**config.mk**
```make
export PLATFORM = sky130hd
export DESIGN_NAME = pipeline_stall_controller_flat
export DESIGN_NICKNAME = d
export VERILOG_FILES = /design/src/rtl/pipeline_stall_controller_if.sv /design/src/rtl/pipeline_stall_controller.sv /design/src/flat_wrapper.sv
export SDC_FILE = /design/constraint.sdc
export NUM_CORES = 1
export LEC_CHECK = 0
export CORE_AREA = 4 4 41 43
export DETAILED_ROUTE_END_ITERATION = 16
export DIE_AREA = 0 0 45 47
export GPL_TIMING_DRIVEN = 0
export PLACE_DENSITY = 0.77
export SETUP_SLACK_MARGIN = 0.3
export SLEW_MARGIN = 20
export SYNTH_ARGS = -nofsm -noshare
export SYNTH_HDL_FRONTEND = slang
export SYNTH_SLANG_ARGS = --single-unit
```
**constraint.sdc**
```tcl
create_clock -name clk -period 3.4 [get_ports clk]
set_input_delay 0.85 -clock clk [delete_from_list [all_inputs] [get_ports clk]]
set_output_delay 0.85 -clock clk [all_outputs]
set_load 0.01 [all_outputs]
```
**src/rtl/pipeline_stall_controller_if.sv**
```systemverilog
// Stall-controller handshake bundle: hazard/branch/SRAM requests in, per-stage freeze/flush controls out.
// Optional PIPE_PERF_CNT_EN adds the stall/flush performance counter outputs.
interface pipeline_stall_controller_if #(
  parameter int CNT_W = 7
);
  logic             hazard;
  logic             branch_taken;
  logic             mem_req;
  logic             mem_ready;
  logic             freeze_pc;
  logic             freeze_if_id;
  logic             flush_if_id;
  logic             freeze_id_exe;
  logic             flush_id_exe;
  logic             freeze_exe_mem;
  logic             bubble_mem_wb;
  logic             mem_trap;
  logic [CNT_W-1:0] wait_cnt;
`ifdef PIPE_PERF_CNT_EN
  logic [31:0]      stall_cycles;
  logic [15:0]      flush_events;
`endif

  modport master (
    output hazard, branch_taken, mem_req, mem_ready,
    input  freeze_pc, freeze_if_id, flush_if_id, freeze_id_exe, flush_id_exe,
    input  freeze_exe_mem, bubble_mem_wb, mem_trap, wait_cnt
`ifdef PIPE_PERF_CNT_EN
    , input stall_cycles, flush_events
`endif
  );

  modport slave (
    input  hazard, branch_taken, mem_req, mem_ready,
    output freeze_pc, freeze_if_id, flush_if_id, freeze_id_exe, flush_id_exe,
    output freeze_exe_mem, bubble_mem_wb, mem_trap, wait_cnt
`ifdef PIPE_PERF_CNT_EN
    , output stall_cycles, flush_events
`endif
  );
endinterface

```
**src/rtl/pipeline_stall_controller.sv**
```systemverilog
// Central stall/flush sequencer: zero-latency combinational controls, registered memory-wait FSM with sticky timeout trap.
// Optional PIPE_PERF_CNT_EN adds stall_cycles/flush_events counters; controls never depend on them.
module pipeline_stall_controller #(
  parameter int MEM_TIMEOUT = 64,
  parameter int CNT_W       = 7
) (
  input  logic                         clk,
  input  logic                         rst_n,
  pipeline_stall_controller_if.slave   bus
);

  typedef enum logic [1:0] {RUN, MEM_WAIT, TRAP} state_t;

  localparam logic [CNT_W-1:0] CNT_LAST = CNT_W'(MEM_TIMEOUT - 1);
  localparam logic [CNT_W-1:0] CNT_FULL = CNT_W'(MEM_TIMEOUT);
  localparam logic [CNT_W-1:0] CNT_ONE  = CNT_W'(1);

  state_t           state;
  logic [CNT_W-1:0] cnt;
  logic             trap_q;
  logic             mstall;

  logic freeze_pc_c, freeze_if_id_c, flush_if_id_c, freeze_id_exe_c;
  logic flush_id_exe_c, freeze_exe_mem_c, bubble_mem_wb_c;

  assign mstall = bus.mem_req & ~bus.mem_ready;

  always_ff @(posedge clk or negedge rst_n) begin
    if (!rst_n) begin
      state  <= RUN;
      cnt    <= '0;
      trap_q <= 1'b0;
    end else begin
      case (state)
        RUN: begin
          if (mstall) begin
            state <= MEM_WAIT;
            cnt   <= CNT_ONE;
          end else begin
            cnt   <= '0;
          end
        end
        MEM_WAIT: begin
          // A dropped mem_req releases the wait just like mem_ready does.
          if (!mstall) begin
            state <= RUN;
            cnt   <= '0;
          end else if (cnt == CNT_LAST) begin
            state  <= TRAP;
            trap_q <= 1'b1;
            cnt    <= CNT_FULL;
          end else begin
            cnt <= cnt + CNT_ONE;
          end
        end
        TRAP: begin
          state <= TRAP;
        end
        default: begin
          state <= RUN;
          cnt   <= '0;
        end
      endcase
    end
  end

  always_comb begin
    freeze_pc_c      = 1'b0;
    freeze_if_id_c   = 1'b0;
    flush_if_id_c    = 1'b0;
    freeze_id_exe_c  = 1'b0;
    flush_id_exe_c   = 1'b0;
    freeze_exe_mem_c = 1'b0;
    bubble_mem_wb_c  = 1'b0;
    if (rst_n) begin
      if (state == TRAP || mstall) begin
        freeze_pc_c      = 1'b1;
        freeze_if_id_c   = 1'b1;
        freeze_id_exe_c  = 1'b1;
        freeze_exe_mem_c = 1'b1;
        bubble_mem_wb_c  = 1'b1;
      end else if (bus.branch_taken) begin
        flush_if_id_c  = 1'b1;
        flush_id_exe_c = 1'b1;
      end else if (bus.hazard) begin
        freeze_pc_c    = 1'b1;
        freeze_if_id_c = 1'b1;
        flush_id_exe_c = 1'b1;
      end
    end
  end

  assign bus.freeze_pc      = freeze_pc_c;
  assign bus.freeze_if_id   = freeze_if_id_c;
  assign bus.flush_if_id    = flush_if_id_c;
  assign bus.freeze_id_exe  = freeze_id_exe_c;
  assign bus.flush_id_exe   = flush_id_exe_c;
  assign bus.freeze_exe_mem = freeze_exe_mem_c;
  assign bus.bubble_mem_wb  = bubble_mem_wb_c;
  assign bus.mem_trap       = trap_q;
  assign bus.wait_cnt       = cnt;

`ifdef PIPE_PERF_CNT_EN
  logic [31:0] stall_cycles_q;
  logic [15:0] flush_events_q;

  always_ff @(posedge clk or negedge rst_n) begin
    if (!rst_n) begin
      stall_cycles_q <= '0;
      flush_events_q <= '0;
    end else begin
      if (freeze_pc_c)   stall_cycles_q <= stall_cycles_q + 32'd1;
      if (flush_if_id_c) flush_events_q <= flush_events_q + 16'd1;
    end
  end

  assign bus.stall_cycles = stall_cycles_q;
  assign bus.flush_events = flush_events_q;
`endif

endmodule

```
**src/flat_wrapper.sv**
```systemverilog
// flat-port wrapper written by rule: the top's interface ports become plain ports
module pipeline_stall_controller_flat 
#(
  parameter int MEM_TIMEOUT = 64,
  parameter int CNT_W       = 7
)
  (clk, rst_n, bus_hazard, bus_branch_taken, bus_mem_req, bus_mem_ready, bus_freeze_pc, bus_freeze_if_id, bus_flush_if_id, bus_freeze_id_exe, bus_flush_id_exe, bus_freeze_exe_mem, bus_bubble_mem_wb, bus_mem_trap, bus_wait_cnt);
  pipeline_stall_controller_if #(.CNT_W(CNT_W)) bus_i ();
  input  logic clk;
  input  logic rst_n;
  input wire logic [$bits(bus_i.hazard)-1:0] bus_hazard;
  input wire logic [$bits(bus_i.branch_taken)-1:0] bus_branch_taken;
  input wire logic [$bits(bus_i.mem_req)-1:0] bus_mem_req;
  input wire logic [$bits(bus_i.mem_ready)-1:0] bus_mem_ready;
  output wire logic [$bits(bus_i.freeze_pc)-1:0] bus_freeze_pc;
  output wire logic [$bits(bus_i.freeze_if_id)-1:0] bus_freeze_if_id;
  output wire logic [$bits(bus_i.flush_if_id)-1:0] bus_flush_if_id;
  output wire logic [$bits(bus_i.freeze_id_exe)-1:0] bus_freeze_id_exe;
  output wire logic [$bits(bus_i.flush_id_exe)-1:0] bus_flush_id_exe;
  output wire logic [$bits(bus_i.freeze_exe_mem)-1:0] bus_freeze_exe_mem;
  output wire logic [$bits(bus_i.bubble_mem_wb)-1:0] bus_bubble_mem_wb;
  output wire logic [$bits(bus_i.mem_trap)-1:0] bus_mem_trap;
  output wire logic [$bits(bus_i.wait_cnt)-1:0] bus_wait_cnt;
  assign bus_i.hazard = bus_hazard;
  assign bus_i.branch_taken = bus_branch_taken;
  assign bus_i.mem_req = bus_mem_req;
  assign bus_i.mem_ready = bus_mem_ready;
  assign bus_freeze_pc = bus_i.freeze_pc;
  assign bus_freeze_if_id = bus_i.freeze_if_id;
  assign bus_flush_if_id = bus_i.flush_if_id;
  assign bus_freeze_id_exe = bus_i.freeze_id_exe;
  assign bus_flush_id_exe = bus_i.flush_id_exe;
  assign bus_freeze_exe_mem = bus_i.freeze_exe_mem;
  assign bus_bubble_mem_wb = bus_i.bubble_mem_wb;
  assign bus_mem_trap = bus_i.mem_trap;
  assign bus_wait_cnt = bus_i.wait_cnt;
  pipeline_stall_controller #(.MEM_TIMEOUT(MEM_TIMEOUT), .CNT_W(CNT_W)) u_core (.clk(clk), .rst_n(rst_n), .bus(bus_i));
endmodule
```
* Yosys cells after proc, flatten, opt, wreduce, memory -nomap -nowiden *
Cells that the tools add are included.

word-level totals
  output and inout port bits = 15
  register bits after elaboration = 10

operators by class
  bitwise operators = 2
  reductions and logical operators = 4
  $add $sub $neg = 1
  mux-type cells = 20
  eq/ne operators = 5

operator list
  cell                                                                   number
  7-bit one-hot mux with 3 select lines                                  1
  7-bit two-way mux                                                      2
  1-bit two-way mux                                                      13
  7-bit by 1-bit adder with 7-bit output, second input constant          1
  7-bit by 6-bit equality test with 1-bit output, second input constant  1
  2-bit two-way mux                                                      3
  2-bit one-hot mux with 3 select lines                                  1
  3-bit != test, second input constant                                   1
  3-bit AND reduction                                                    1
  2-bit by 1-bit equality test with 1-bit output, second input constant  1
  2-bit equality test, second input constant                             1
  2-bit zero test                                                        1
  2-bit by 1-bit != test with 1-bit output, second input constant        1
  2-bit AND reduction                                                    1
  1-bit AND                                                              1
  1-bit logical OR                                                       1
  1-bit NOT                                                              1

* Logic depth before layout (Yosys ltp) *
Gate-level depths: netlist of run 1.

  depth after elaboration = 5
  gate-level depth with buffers = 5

* Worst setup path before layout of run 1 *
OpenSTA, ideal clock, no wires.

  kind = input to output
  start = input port bus_mem_ready
  end = output port bus_freeze_pc
  path buffers = 1
  data arrival time = 1.523 ns
  data required time = 2.550 ns
  stages on the path = 4
  path slack = 1.027 ns
  path through = inv_1 -> a21oi_1 -> a21boi_0 -> buf_4

between the ends
  word-level cells in the longest chain between the ends = 5

ends and longest elaborated chain
  what                            RTL line                         text
  start: declaration              flat_wrapper.sv:14               input wire logic [$bits(bus_i.mem_ready)-1:0] bus_mem_ready;
  1-bit NOT                       pipeline_stall_controller.sv:26  assign mstall = bus.mem_req & ~bus.mem_ready;
  1-bit AND                       pipeline_stall_controller.sv:26
  1-bit logical OR                pipeline_stall_controller.sv:76  if (state == TRAP || mstall) begin
  1-bit two-way mux (2 in a row)  --
  end: declaration                flat_wrapper.sv:15               output wire logic [$bits(bus_i.freeze_pc)-1:0] bus_freeze_pc;

Every way passes these cells.

* Worst setup path in the final report of run 1 *
  start = input port bus_mem_req
  end = output port bus_freeze_exe_mem

between the ends
  word-level cells in the longest chain between the ends = 4

ends and longest elaborated chain
  what                RTL line                         text
  start: declaration  flat_wrapper.sv:13               input wire logic [$bits(bus_i.mem_req)-1:0] bus_mem_req;
  1-bit AND           pipeline_stall_controller.sv:26
  1-bit logical OR    pipeline_stall_controller.sv:76
  1-bit two-way mux   pipeline_stall_controller.sv:76
  1-bit two-way mux   pipeline_stall_controller.sv:75  if (rst_n) begin
  end: declaration    flat_wrapper.sv:20               output wire logic [$bits(bus_i.freeze_exe_mem)-1:0] bus_freeze_exe_mem;

Every way passes these cells.

==> results_dict.tcl, run 1 <==
set metrics [dict create \
    outcome "finished clean" \
    rr_worst_depth 5 \
    fp.dieArea_mm2 0.002115 \
    area_delta_synth_final_pct 46.59 \
    n_antenna_cell 0 \
    grt_pass1_vias 498 \
    seqCellArea_um2 250.2 \
    relSlewSlack_pct 79.04 \
    fill_cells 121 \
    fmax_ghz 0.3388 \
    use_met1_pct 21.88 \
    hold_depth 1 \
    io_buffers 20 \
    worst_pin_slew_ns 0.3126 \
    grt_most_used_layer "met2" \
    wl_per_cell_um 13.87 \
    avgSynthCellArea_um2 9.815 \
    vias_per_cell 5.449 \
    finalSetupTns_ns 0 \
    period_minus_slack_ns 2.951 \
    grt_overflow 0 \
    dr_total_vias 534 \
    postPlaceCellArea_um2 788.3 \
    multiInputGateArea_um2 275.3 \
    antenna_found_initial 0 \
    instances_no_fill 98 \
    drt_first_pass_iters 5 \
    fin_skew_ns 0.003202 \
    rows 13 \
    clock_sinks 10 \
    holdWs_ns 0.4627 \
    die_h_um 47 \
    grt_max_degree 15 \
    yosysUniqueCellTypes 28 \
    critical_path_peak_fanout 4 \
    clkSlewWorstSetupHoldPaths_ns 0.06 \
    fin_util_pct 64.13 \
    drtAntennaViolNets 0 \
    timing.final.crit_share_pct 86.80 \
    gp_congestion 0.8542 \
    fin_nets 92 \
    clk_path_buf_depth 2 \
    vdd_drop_max_uv 143.0 \
    ys_seq_area_share_pct 43.96 \
    power_uw 233.3 \
    htree_levels 1 \
    ys_warn_count 0 \
    power_density_mw_per_mm2 279.6 \
    syn_inst 58 \
    setup_viol 0 \
    dp_hpwl_um 967.7 \
    grt_usage_pct 15.35 \
    design_area_um2 834.6 \
    layout_setup_ws_ns 0.4487 \
    ys_ff_latch 10 \
    cts_root_buf "clkbuf_4" \
    synth_area_um2 569.3 \
    met3_usage_pct 3.448 \
    drive_above_1_share_pct 18.07 \
    routed_wirelength_um 1359 \
    start_kind "input pin" \
    finalMaxSlewViolations 0 \
    cp_data_arrival_time_ns 2.10 \
    drt_iter0_drc 11 \
    die_w_um 45 \
    numCtsBuffers 3 \
    clock_latency_ns 0.26 \
    cap_violations 0 \
    grtUsageMet2_pct 22.60 \
    cts_tree "built" \
    ios 21 \
    syn_nets 65 \
    power.leakage_nw 0.4309 \
    worstSetupPathType "input pin to output pin" \
    crit_required_ns 2.55 \
    dp_slack_ns -0.1315 \
    cp-end-kind "output pin" \
    drc 0 \
    grt_setup_unrepaired "false" \
    hold_viol 0 \
    core-area_mm2 0.001301 \
    hold_path.class "register to register" \
    start_util_pct 43.75 \
    grt_first_pass_wirelength_um 2359 \
    place_inst 93 \
]
-- area by class of cell --
class | instances | area share [%]
Tap cell | 15 | 2.249
Multi-Input combinational cell | 40 | 32.98
Sequential cell | 10 | 29.99
Buffer | 5 | 4.648
Clock buffer | 3 | 2.699
Timing Repair Buffer | 22 | 26.09
Inverter | 3 | 1.349
-- power breakdown --
part | total (mW) | switching (mW) | leakage [nW] | internal (mW)
logic | 0.0330 | 0.0141 | 0.280 | 0.0188
registers | 0.122 | 0.00201 | 0.138 | 0.120
clock network | 0.0780 | 0.0373 | 0.0138 | 0.0407
-- flip-flops by register name, summed over array words and instances, names as in the netlist --
name                 flops
u_core.bus.mem_trap      1
u_core.state             2
u_core.bus.wait_cnt      7
-- worst max-delay path: stages --
cell and delay (ns):
clkdlybuf4s50_1 0.51, a21oi_2 0.09, buf_4 0.14, nor2b_2 0.13, buf_4 0.12, dlygate4sd2_1 0.26
-- layout by cell type, fill, tap and decap left out, types with 2 or more instances in the layout --
master / count
a21o_1: 2
dlymetal6s2s_1: 3
or4_1: 2
o21ai_0: 5
a22o_1: 2
and3_1: 2
clkdlybuf4s50_1: 11
buf_4: 5
nand2_1: 3
inv_1: 3
clkbuf_4: 3
a31oi_1: 3
o21ai_1: 2
dfrtp_1: 10
dlygate4sd2_1: 5
nand3_1: 3
-- synth_stat cells (all sizes together) --
| cell | instances | share of area (%) |
|---|---|---|
| a31oi | 3 | 3.3 |
| inv | 3 | 2.0 |
| a22o | 2 | 3.1 |
| a21o | 2 | 2.6 |
| buf | 5 | 6.8 |
| or3 | 1 | 1.1 |
| nor3b | 1 | 2.2 |
| a21boi | 2 | 2.6 |
| nand4bb | 1 | 2.0 |
| and2 | 1 | 1.1 |
| nand2 | 3 | 2.0 |
| a21oi | 1 | 0.88 |
| nor2b | 2 | 2.2 |
| or4 | 2 | 2.6 |
| ha | 1 | 2.2 |
| and3 | 2 | 2.2 |
| xor2 | 1 | 1.5 |
| o21ai | 7 | 6.2 |
| nand2b | 1 | 1.1 |
| o41ai | 1 | 1.5 |
| o211a | 1 | 1.8 |
| nor2 | 1 | 0.66 |
| nand3 | 3 | 2.6 |
| nor3 | 1 | 1.8 |
| dfrtp | 10 | 44 |
-- metal layers --
metal / routed length [µm] / vias up / share of wire (%)
met5: 0 / - / 0
met2: 592 / 26 / 44
met1: 638 / 244 / 47
li1: - / 259 / -
met4: 21 / 0 / 1.5
met3: 107 / 5 / 7.9
-- logic make-up (layout without fill, tap and decap cells) --
kind of cell	Yosys count	in the layout	synth area share, %
adder cells (fa/ha/maj)	1	1	2.197
XOR/XNOR	1	1	1.539
flip-flops	10	10	43.96
AO/OA/AOI/OAI	19	19	21.98
buffers and inverters	8	33	8.790
AND/OR/NAND/NOR	19	19	21.54
-- final timing paths --
kind | start | end | slack (ns)
worst max-delay path | bus_mem_req | bus_freeze_exe_mem | 0.45
worst min-delay path | u_core.bus.mem_trap | u_core.bus.mem_trap | 0.46
worst max register to register | u_core.bus.wait_cnt[0] | u_core.bus.wait_cnt[3] | 1.74
worst min register to register | u_core.bus.mem_trap | u_core.bus.mem_trap | 0.46
max in group asynchronous | rst_n | u_core.bus.wait_cnt[5] | 2.61
min in group asynchronous | rst_n | u_core.state[0] | 0.56
-- what timing repair did --
action                                  CTS  global route
endpoints found under the setup margin    7             4
cloned                                    0             0
hold buffers                              0             0
pin swaps                                 1             1
buffers inserted                          1             1
gates resized for setup                  11             3
Power figures use the tool's default switching activity.
==> inputs of run 2 (changes only) <==
--- a/config.mk
+++ b/config.mk
@@ -5,11 +5,12 @@
 export SDC_FILE = /design/constraint.sdc
 export NUM_CORES = 1
 export LEC_CHECK = 0
-export CORE_AREA = 4 4 41 43
+export CAP_MARGIN = 20
+export CORE_MARGIN = 4
+export CORE_UTILIZATION = 42
 export DETAILED_ROUTE_END_ITERATION = 16
-export DIE_AREA = 0 0 45 47
 export GPL_TIMING_DRIVEN = 0
-export PLACE_DENSITY = 0.77
+export PLACE_DENSITY = 0.76
 export SETUP_SLACK_MARGIN = 0.3
 export SLEW_MARGIN = 20
 export SYNTH_ARGS = -nofsm -noshare
==> constraint.sdc (replaced) <==
create_clock -name clk -period 2.8 [get_ports clk]
set_input_delay 0.7 -clock clk [delete_from_list [all_inputs] [get_ports clk]]
set_output_delay 0.7 -clock clk [all_outputs]
set_load 0.01 [all_outputs]
==> run 2 against run 1 <==
Effect of this change: clock skew decreased by 0.00090 ns; first-iteration DRC count is 36% higher; setup slack lost 0.091 ns; die area is 5.0% lower; via count increased by 2.8%; non-clock buffer count fell by 1; register-to-register slack worse by 0.65 ns; power increased by 37%; sequential share of layout area is 0.090 points higher; highest routed layer unchanged; worst hold slack lost 0.068 ns.
==> results_dict.tcl, run 2 (synthesized netlist as in run 1, its figures left out) <==
set metrics [dict create \
    cap_violations 0 \
    rows 13 \
    timing.final.crit_share_pct 87.23 \
    grt_pass1_vias 532 \
    instances_no_fill 98 \
    grt_usage_pct 16.61 \
    worstSetupPathType "input pin to output pin" \
    holdWs_ns 0.3948 \
    finalMaxSlewViolations 0 \
    fin_util_pct 64.75 \
    grt_first_pass_wirelength_um 2415 \
    place_inst 93 \
    worst_pin_slew_ns 0.3301 \
    final_cell_mix "clkdlybuf4s50_1 (10), dfrtp_1 (10), o21ai_0 (5), dlygate4sd2_1 (5), buf_4 (4)" \
    numCtsBuffers 3 \
    grt_overflow 0 \
    cp_cell_sequence "clkdlybuf4s50_1, nand2b_1, a21boi_2, dlygate4sd2_1" \
    cp-end-kind "output pin" \
    clockPowerShare_pct 41.4 \
    grt_setup_unrepaired "false" \
    clock_latency_ns 0.27 \
    clkSlewWorstSetupHoldPaths_ns 0.07 \
    seqCellArea_um2 250.2 \
    setup_viol 0 \
    drive_above_1_share_pct 21.69 \
    clock_sinks 10 \
    p_sw_share_pct 22.76 \
    power_density_mw_per_mm2 383.4 \
    multiInputGateArea_um2 279.0 \
    cts_tree "built" \
    cts_root_buf "clkbuf_4" \
    hold_viol 0 \
    fill_cells 114 \
    die_h_um 44.82 \
    cp_data_arrival_time_ns 1.74 \
    gp_congestion 0.8414 \
    hold_path.class "input pin to async pin" \
    max_stage_delay_ns 0.44 \
    fmax_ghz 0.4094 \
    critical_path_peak_fanout 3 \
    area_delta_synth_final_pct 46.15 \
    dr_total_vias 549 \
    ios 21 \
    clk_path_buf_depth 2 \
    vias_per_cell 5.602 \
    die_w_um 44.82 \
    finalSetupTns_ns 0 \
    fin_skew_ns 0.002297 \
    drt_iter0_drc 15 \
    wl_per_cell_um 14.09 \
    crit_required_ns 2.10 \
    comb_power_share_pct 12.0 \
    start_util_pct 44.30 \
    relSlewSlack_pct 77.88 \
    internal_power_uw 246.4 \
    n_antenna_cell 0 \
    p_sw_uw 72.60 \
    io_buffers 20 \
    drc 0 \
    fp.dieArea_mm2 0.002008 \
    routed_wirelength_um 1381 \
    outcome "finished clean" \
    largest_reg_flops 7 \
    drtAntennaViolNets 0 \
    cp_top_family "buffers and inverters" \
    power.leakage_nw 0.3958 \
    core-area_mm2 0.001285 \
    htree_levels 1 \
    start_kind "input pin" \
    dp_hpwl_um 964.9 \
    period_minus_slack_ns 2.442 \
    critPathSlowestCell "clkdlybuf4s50_1" \
    worst-path-buf-inv 2 \
    grt_max_degree 15 \
    fin_nets 91 \
    seq_power_share_pct 46.6 \
    drt_first_pass_iters 4 \
    antenna_found_initial 0 \
    vdd_drop_max_uv 228.0 \
]
==> run 2: per-layer routing <==
metal	global-route usage, %	up-vias	part of all wire [%]
met2	24.93	26	46
met5	0	-	0
met1	21.04	260	43
met4	7.018	0	0.65
met3	6.773	2	11
li1	-	261	-
==> run 2: final cells by class <==
| class | instances | area share (%) |
|---|---|---|
| buffer | 5 | 4.662 |
| tap | 15 | 2.256 |
| timing repair buffer | 21 | 23.76 |
| multi-input combinational | 40 | 33.53 |
| sequential | 10 | 30.08 |
| inverter | 3 | 1.353 |
| clock buffer | 4 | 4.361 |
==> run 2: path summary, 6_finish.rpt <==
check                                        from  slack [ns]                      to  depth (start not counted)
max                              bus_branch_taken        0.36        bus_freeze_if_id                          4
min                                         rst_n        0.39  u_core.bus.wait_cnt[2]                          1
max reg2reg                u_core.bus.wait_cnt[0]        1.09  u_core.bus.wait_cnt[0]                          5
min reg2reg                   u_core.bus.mem_trap        0.47     u_core.bus.mem_trap                          1
max in group asynchronous                   rst_n        2.18         u_core.state[0]                          1
min in group clk              u_core.bus.mem_trap        0.47     u_core.bus.mem_trap                          1
==> run 2: repair_timing <==
| item | in CTS | in global routing |
|---|---|---|
| setup buffers | 1 | 0 |
| hold buffers | 0 | 0 |
| endpoints found under the setup margin | 7 | 4 |
| pin swaps | 2 | 2 |
| resized for setup | 20 | 3 |
==> run 2: per-stage QoR <==
step,instance area (µm²),worst slack [ns],power (mW)
floorplan,569.3,0.7270,0.1664
finish,832.0,0.3576,0.3190
global route,832.0,0.3061,0.3388
global placement,788.3,-0.4175,0.1912
detailed placement,788.3,-0.4444,0.1920
CTS,837.1,0.3135,0.3234
==> run 2: power by group through the flow <==
| stage | clock [mW] | sequential (mW) | combinational (mW) |
|---|---|---|---|
| after floorplan | 0 | 0.151 | 0.0153 |
| after global placement | 0 | 0.151 | 0.0401 |
| after detailed placement | 0 | 0.151 | 0.0408 |
| after CTS | 0.136 | 0.148 | 0.0393 |
| after global routing | 0.148 | 0.149 | 0.0427 |
| final | 0.132 | 0.149 | 0.0384 |
